==> config.mk <==
export PLATFORM = sky130hd
export DESIGN_NAME = baud_tick_gen
export DESIGN_NICKNAME = d
export VERILOG_FILES = /design/src/rtl/uart_pkg.sv /design/src/rtl/baud_frac_acc.sv /design/src/rtl/baud_tick_gen.sv
export SDC_FILE = /design/constraint.sdc
export NUM_CORES = 1
export LEC_CHECK = 0
export ABC_AREA = 1
export CAP_MARGIN = 20
export CORE_MARGIN = 2
export CORE_UTILIZATION = 54
export DETAILED_ROUTE_END_ITERATION = 16
export PLACE_DENSITY = 0.79
export SLEW_MARGIN = 20
export SYNTH_ARGS = -nofsm -noshare
export SYNTH_HDL_FRONTEND = slang
export SYNTH_HIERARCHICAL = 1
export SYNTH_SLANG_ARGS = --single-unit
==> constraint.sdc <==
create_clock -name clk_i -period 1.6 [get_ports clk_i]
set_input_delay 0.24 -clock clk_i [delete_from_list [all_inputs] [get_ports clk_i]]
set_output_delay 0.24 -clock clk_i [all_outputs]
set_load 0.02 [all_outputs]
==> src/rtl/uart_pkg.sv <==
// uart_pkg: shared UART constants, divisor type and oversample counter width helper.
package uart_pkg;
    localparam int DVSR_W_DEF     = 16;
    localparam int FRAC_W_DEF     = 4;
    localparam int OVERSAMPLE_DEF = 16;
    typedef logic [DVSR_W_DEF-1:0] dvsr_t;
    function automatic int os_cnt_w(input int oversample);
        return (oversample > 1) ? $clog2(oversample) : 1;
    endfunction
endpackage

==> src/rtl/baud_frac_acc.sv <==
// baud_frac_acc: fractional divisor accumulator; carry_o requests one extra cycle in the period being loaded.
module baud_frac_acc #(
    parameter int FRAC_W = 4
) (
    input  logic              clk_i,
    input  logic              rst_ni,
    input  logic              step_i,
    input  logic              clear_i,
    input  logic [FRAC_W-1:0] frac_i,
    output logic              carry_o
);
    logic [FRAC_W-1:0] acc_q, acc_d;
    logic [FRAC_W:0]   sum;
    always_comb begin
        sum     = {1'b0, acc_q} + {1'b0, frac_i};
        carry_o = sum[FRAC_W];
        acc_d   = clear_i ? '0 : step_i ? sum[FRAC_W-1:0] : acc_q;
    end
    always_ff @(posedge clk_i or negedge rst_ni)
        if (!rst_ni) acc_q <= '0;
        else         acc_q <= acc_d;
endmodule

==> src/rtl/baud_tick_gen.sv <==
// baud_tick_gen: UART baud tick generator (oversample, mid-bit and bit ticks).
// Define BAUD_TICK_GEN_FRAC_EN to add the fractional divisor accumulator.
module baud_tick_gen
    import uart_pkg::*;
#(
    parameter int DVSR_W     = DVSR_W_DEF,
    parameter int FRAC_W     = FRAC_W_DEF,
    parameter int OVERSAMPLE = OVERSAMPLE_DEF
) (
    input  logic              clk_i,
    input  logic              rst_ni,
    input  logic              en_i,
    input  logic              restart_i,
    input  logic [DVSR_W-1:0] dvsr_i,
    input  logic [FRAC_W-1:0] frac_i,
    output logic              os_tick_o,
    output logic              mid_tick_o,
    output logic              bit_tick_o
);
    localparam int OS_W = os_cnt_w(OVERSAMPLE);
    logic [DVSR_W-1:0] cnt_q, cnt_d;
    logic [DVSR_W:0]   term_q, term_d;
    logic [OS_W-1:0]   os_cnt_q, os_cnt_d;
    logic              carry, os_tick;
`ifdef BAUD_TICK_GEN_FRAC_EN
    baud_frac_acc #(.FRAC_W(FRAC_W)) u_frac_acc (
        .clk_i   (clk_i),
        .rst_ni  (rst_ni),
        .step_i  (os_tick),
        .clear_i (restart_i),
        .frac_i  (frac_i),
        .carry_o (carry)
    );
`else
    logic unused_frac;
    assign unused_frac = ^frac_i;
    assign carry       = 1'b0;
`endif
    // rst_ni gates the tick: reset state has cnt_q == term_q, which would otherwise fire.
    always_comb begin
        os_tick    = rst_ni & en_i & ~restart_i & ({1'b0, cnt_q} == term_q);
        os_tick_o  = os_tick;
        mid_tick_o = os_tick & (os_cnt_q == OS_W'(OVERSAMPLE/2-1));
        bit_tick_o = os_tick & (os_cnt_q == OS_W'(OVERSAMPLE-1));
        cnt_d      = (restart_i | os_tick) ? '0 : en_i ? cnt_q + DVSR_W'(1) : cnt_q;
        os_cnt_d   = restart_i ? '0 : os_tick ? os_cnt_q + OS_W'(1) : os_cnt_q;
        term_d     = restart_i ? {1'b0, dvsr_i}
                   : os_tick   ? {1'b0, dvsr_i} + {{DVSR_W{1'b0}}, carry} : term_q;
    end
    always_ff @(posedge clk_i or negedge rst_ni)
        if (!rst_ni) begin
            cnt_q    <= '0;
            term_q   <= '0;
            os_cnt_q <= '0;
        end else begin
            cnt_q    <= cnt_d;
            term_q   <= term_d;
            os_cnt_q <= os_cnt_d;
        end
endmodule
## Word level (Yosys, flattened, before mapping)

Index checks and enable logic that the tools add are counted.

- Register bits: 37
- Input bits: 24
- Output and inout bits: 3
- Logic and storage cells: 23

- Add/sub/neg operators: 2
- Equal/unequal tests: 3
- Mux-type cells: 6
- Bitwise operators: 7
- Reduce and logical (&&, ||, !) cells: 2

Operators with widths:

| kind | number |
|---|---|
| two-way mux 17 bit | 2 |
| two-way mux 16 bit | 2 |
| == test 16 x 17 -> 1 bit | 1 |
| adder 16 x 1 -> 16 bit, second input constant | 1 |
| two-way mux 4 bit | 2 |
| AND 1 bit | 5 |
| adder 4 x 1 -> 4 bit, second input constant | 1 |
| == test 4 x 3 -> 1 bit, second input constant | 1 |
| == test 4 bit, second input constant | 1 |
| nonzero test 2 bit | 2 |
| NOT 1 bit | 1 |
| OR 1 bit | 1 |

## Longest topological paths before layout

- Word-level depth: 5
- Depth in mapped cells: 11
- Depth with buffers taken out: 10

## Least setup slack after synthesis

OpenSTA, ideal clock, no wires.

- Path kind: flip-flop to output port
- From: register cnt_q[12]
- To: output bit_tick_o
- Arrival: 1.430 ns
- Required time: 1.360 ns
- Setup slack: -0.070 ns
- Cell stages (with the launch flop): 8
- Buffers on the path: 2
- Cell sequence: dfrtp_1 buf_2 xnor2_1 nand2_1 nor2_1 nand3_4 buf_4 nor2_1

- Longest elaborated chain between the ends: 3

RTL lines:

| element | RTL line | text |
|---|---|---|
| start, declared | baud_tick_gen.sv:21 | `logic [DVSR_W-1:0] cnt_q, cnt_d;` |
| start signal, assigned | baud_tick_gen.sv:56 | `cnt_q <= cnt_d;` |
| == test 16 x 17 -> 1 bit | baud_tick_gen.sv:41 | `os_tick = rst_ni & en_i & ~restart_i & ({1'b0, cnt_q} == term_q);` |
| AND 1 bit | baud_tick_gen.sv:41 |  |
| AND 1 bit | baud_tick_gen.sv:44 | `bit_tick_o = os_tick & (os_cnt_q == OS_W'(OVERSAMPLE-1));` |
| end, declared | baud_tick_gen.sv:18 | `output logic bit_tick_o` |

No other way between the ends.

## Worst setup path in the final report

- From: register term_q[8]
- To: output os_tick_o

- Longest elaborated chain between the ends: 2

RTL lines:

| element | RTL line | text |
|---|---|---|
| start, declared | baud_tick_gen.sv:22 | `logic [DVSR_W:0] term_q, term_d;` |
| start signal, assigned | baud_tick_gen.sv:57 | `term_q <= term_d;` |
| == test 16 x 17 -> 1 bit | baud_tick_gen.sv:41 |  |
| AND 1 bit | baud_tick_gen.sv:41 |  |
| end, declared | baud_tick_gen.sv:16 | `output logic os_tick_o,` |

No other way between the ends.

==> metrics.txt <==
initial antenna violation count 0; Clock Tree Buf Depth 2; largest net degree at the start of global routing 37; Clock power frac 37.6%; Tmin final 2050 ps; Peak VDD IR 642 uV; post-route cell area 3120 sq um; slew margin rel. 68.6%; cell area after synthesis 2020 sq um; Seq/Total Area, Yosys 44.6%; sw frac 27.6%; Final Max Tran Viols 0; top post-synthesis cells by area dfrtp_1 45%, nand2_1 19%, nand3_1 7.4%; Psw 606 uW; Worst setup EP type primary output; DP Area 2620 sq um; Hold Vio Cnt, Final 0; syn_area_per_cell 7.30 sq um; area growth from synthesis to layout 54.3%; Internal 1590 uW; vias in the first global route 2,007; Pwr Density 703 nW/um^2; Static Leak 0.00154 uW; Worst-Margin Slew 467 ps; CP arrival 1810 ps; area share of the largest cell type after synthesis 44.6%; Synth cell types 21; Synthesized Nets 303; DIE HEIGHT 65.2 um; Num CTS Buffers 5; first-pass iteration count of the detailed router 5; cell count after synthesis 277; vias per cell 5.65; post-synthesis register bit count 36; CTS tree built; Total Routing Usage GR 30.3%; gpl congestion 0.880; I/O pins 27; clk_skew 8.17 ps; r2r startpoint term_q[8]; final worst-path cycle share 128%; Wirelength per Cell 19.1 um; violated checks setup timing; Clk Latency, worst-skew pair 300 ps; Ant. Diodes 0; YS warnings 6; Die Footprint 4250 sq um; GRT overflow 0; Flop pwr share 45.3%; Critical Path RT 1360 ps; remaining antenna violation count after routing 0; CP Launch Type flip-flop; RSZ-0062 raised after global routing true; worst hold slack 412 ps; nets 381; residual DRC count 0; layout cells sized above 1 37.6%; kind of critical path reg2out; Final Worst Setup Slack -445 ps; status finished with violations; I/O Buffers 22; DR vias 2,283; max_cap viols 0; fillers 173; final setup fails 39; Max Clk Rate 0.489 GHz; CTS Hold Bufs 0; first-pass GRT wire length 9.55 mm; clk root buf clkbuf_8; die width 65.2 um; detailed placement HPWL 3.16 mm; row count 22; # clock sinks 36; Routed WL 7.71 mm; Starting Density 55.6%; Initial DRC Count 230; Core Region 3630 sq um; H-Tree Depth 2; Gate power share 17.1%; Worst Setup SP term_q[8]; Worst Hold Class in2async; crit path max fanout 4; Clock transition at path regs 80 ps; area leader, netlist dfrtp_1
## repair_timing
action                                  in CTS  in global routing
pin swaps                                    2                 13
cloned                                       2                  1
endpoints found under the setup margin      37                 39
setup buffers                                5                  6
gates resized for setup                     24                 67
hold endpoints to repair                     0                  0
## worst max-delay path: stages (launching register included)
cell and delay, ps:
dfrtp_1 460, nand2_1 150, nand2_1 90, nor2_1 130, nand2_1 100, nor2_2 150
nand3_4 140, inv_1 130, buf_4 160
## cell type report
type | instances | area [sq um] | share of cell area [%]
inverters | 31 | 116 | 3.73
multi-input cells | 201 | 1160 | 37.3
flip-flops and latches | 36 | 902 | 28.9
repair buffers | 80 | 767 | 24.6
clock inverters | 3 | 42.5 | 1.36
clock buffers | 5 | 68.8 | 2.21
well taps | 48 | 60.1 | 1.93
## power by group through the flow
| stage | Clock (uW) | Combinational, uW | Sequential [uW] |
|---|---|---|---|
| finish | 824 | 374 | 994 |
| detailed placement | 0 | 268 | 1000 |
| CTS | 820 | 284 | 985 |
| floorplan | 0 | 130 | 994 |
| global route | 878 | 397 | 996 |
| global placement | 0 | 263 | 999 |
## logic make-up (layout without fill, tap and decap cells)
family / count (synthesis) / after routing / share of synthesized area (%)
and+or+nand+nor: 182 / 182 / 38.4
buffers and inverters: 40 / 119 / 8.85
DFF: 36 / 36 / 44.6
xor gates and xnor gates: 15 / 15 / 6.50
adders and majority gates: 2 / 2 / 1.24
AOI/OAI and AO/OA: 2 / 2 / 0.495
## cells in the final DEF, fill, tap and decap left out, drive strengths merged, types with 5 or more instances in the layout
cell type,Yosys,routed
nor2,39,39
clkbuf,0,6
nand3,31,31
xnor2,6,6
buf,9,60
nand2,101,101
nor3,5,5
xor2,9,9
inv,31,31
dfrtp,36,36
clkdlybuf4s50,0,19
## sequential cells by signal, indices dropped and copies added, names as in the netlist
signal / cells
term_q: 16
os_cnt_q: 4
cnt_q: 16
## per-layer routing
metal / vias up / GRT usage [%] / share of wire [%]
li1: 1004 / - / -
met1: 1083 / 38.6 / 37
met2: 153 / 50.8 / 49
met3: 43 / 5.48 / 7.7
met4: 0 / 13.0 / 6.0
met5: - / 0 / 0
## metrics by stage
step | setup WS, ps | instances | TNS (ps) | power [uW] | util (%)
global placement | -671 | 383 | -14890 | 1260 | 72.2
global route | -483 | 404 | -14320 | 2270 | 85.8
CTS | -268 | 398 | -8410 | 2090 | 78.7
floorplan | 2.86 | 277 | 0 | 1120 | -
finish | -445 | 404 | -13400 | 2190 | 85.8
detailed placement | -755 | 383 | -17840 | 1270 | 72.2
## worst paths after layout
kind                               end  slack [ps]  cells after the start
hold reg to reg              term_q[2]         560                      2
hold / removal               cnt_q[13]         410                      2
setup / recovery             os_tick_o        -450                      8
max in group asynchronous    cnt_q[11]         840                      2
setup reg to reg           os_cnt_q[1]        -410                     12
min in group clk_i          term_q[11]         490                      3
## synthesized netlist by cell type (all sizes together)
cell   instances
a21oi          2
buf            9
dfrtp         36
ha             2
inv           31
nand2        101
nand3         31
nand4          3
nor2          39
nor3           5
or2            3
xnor2          6
xor2           9
Note: power is estimated with default switching activity, not from simulation.
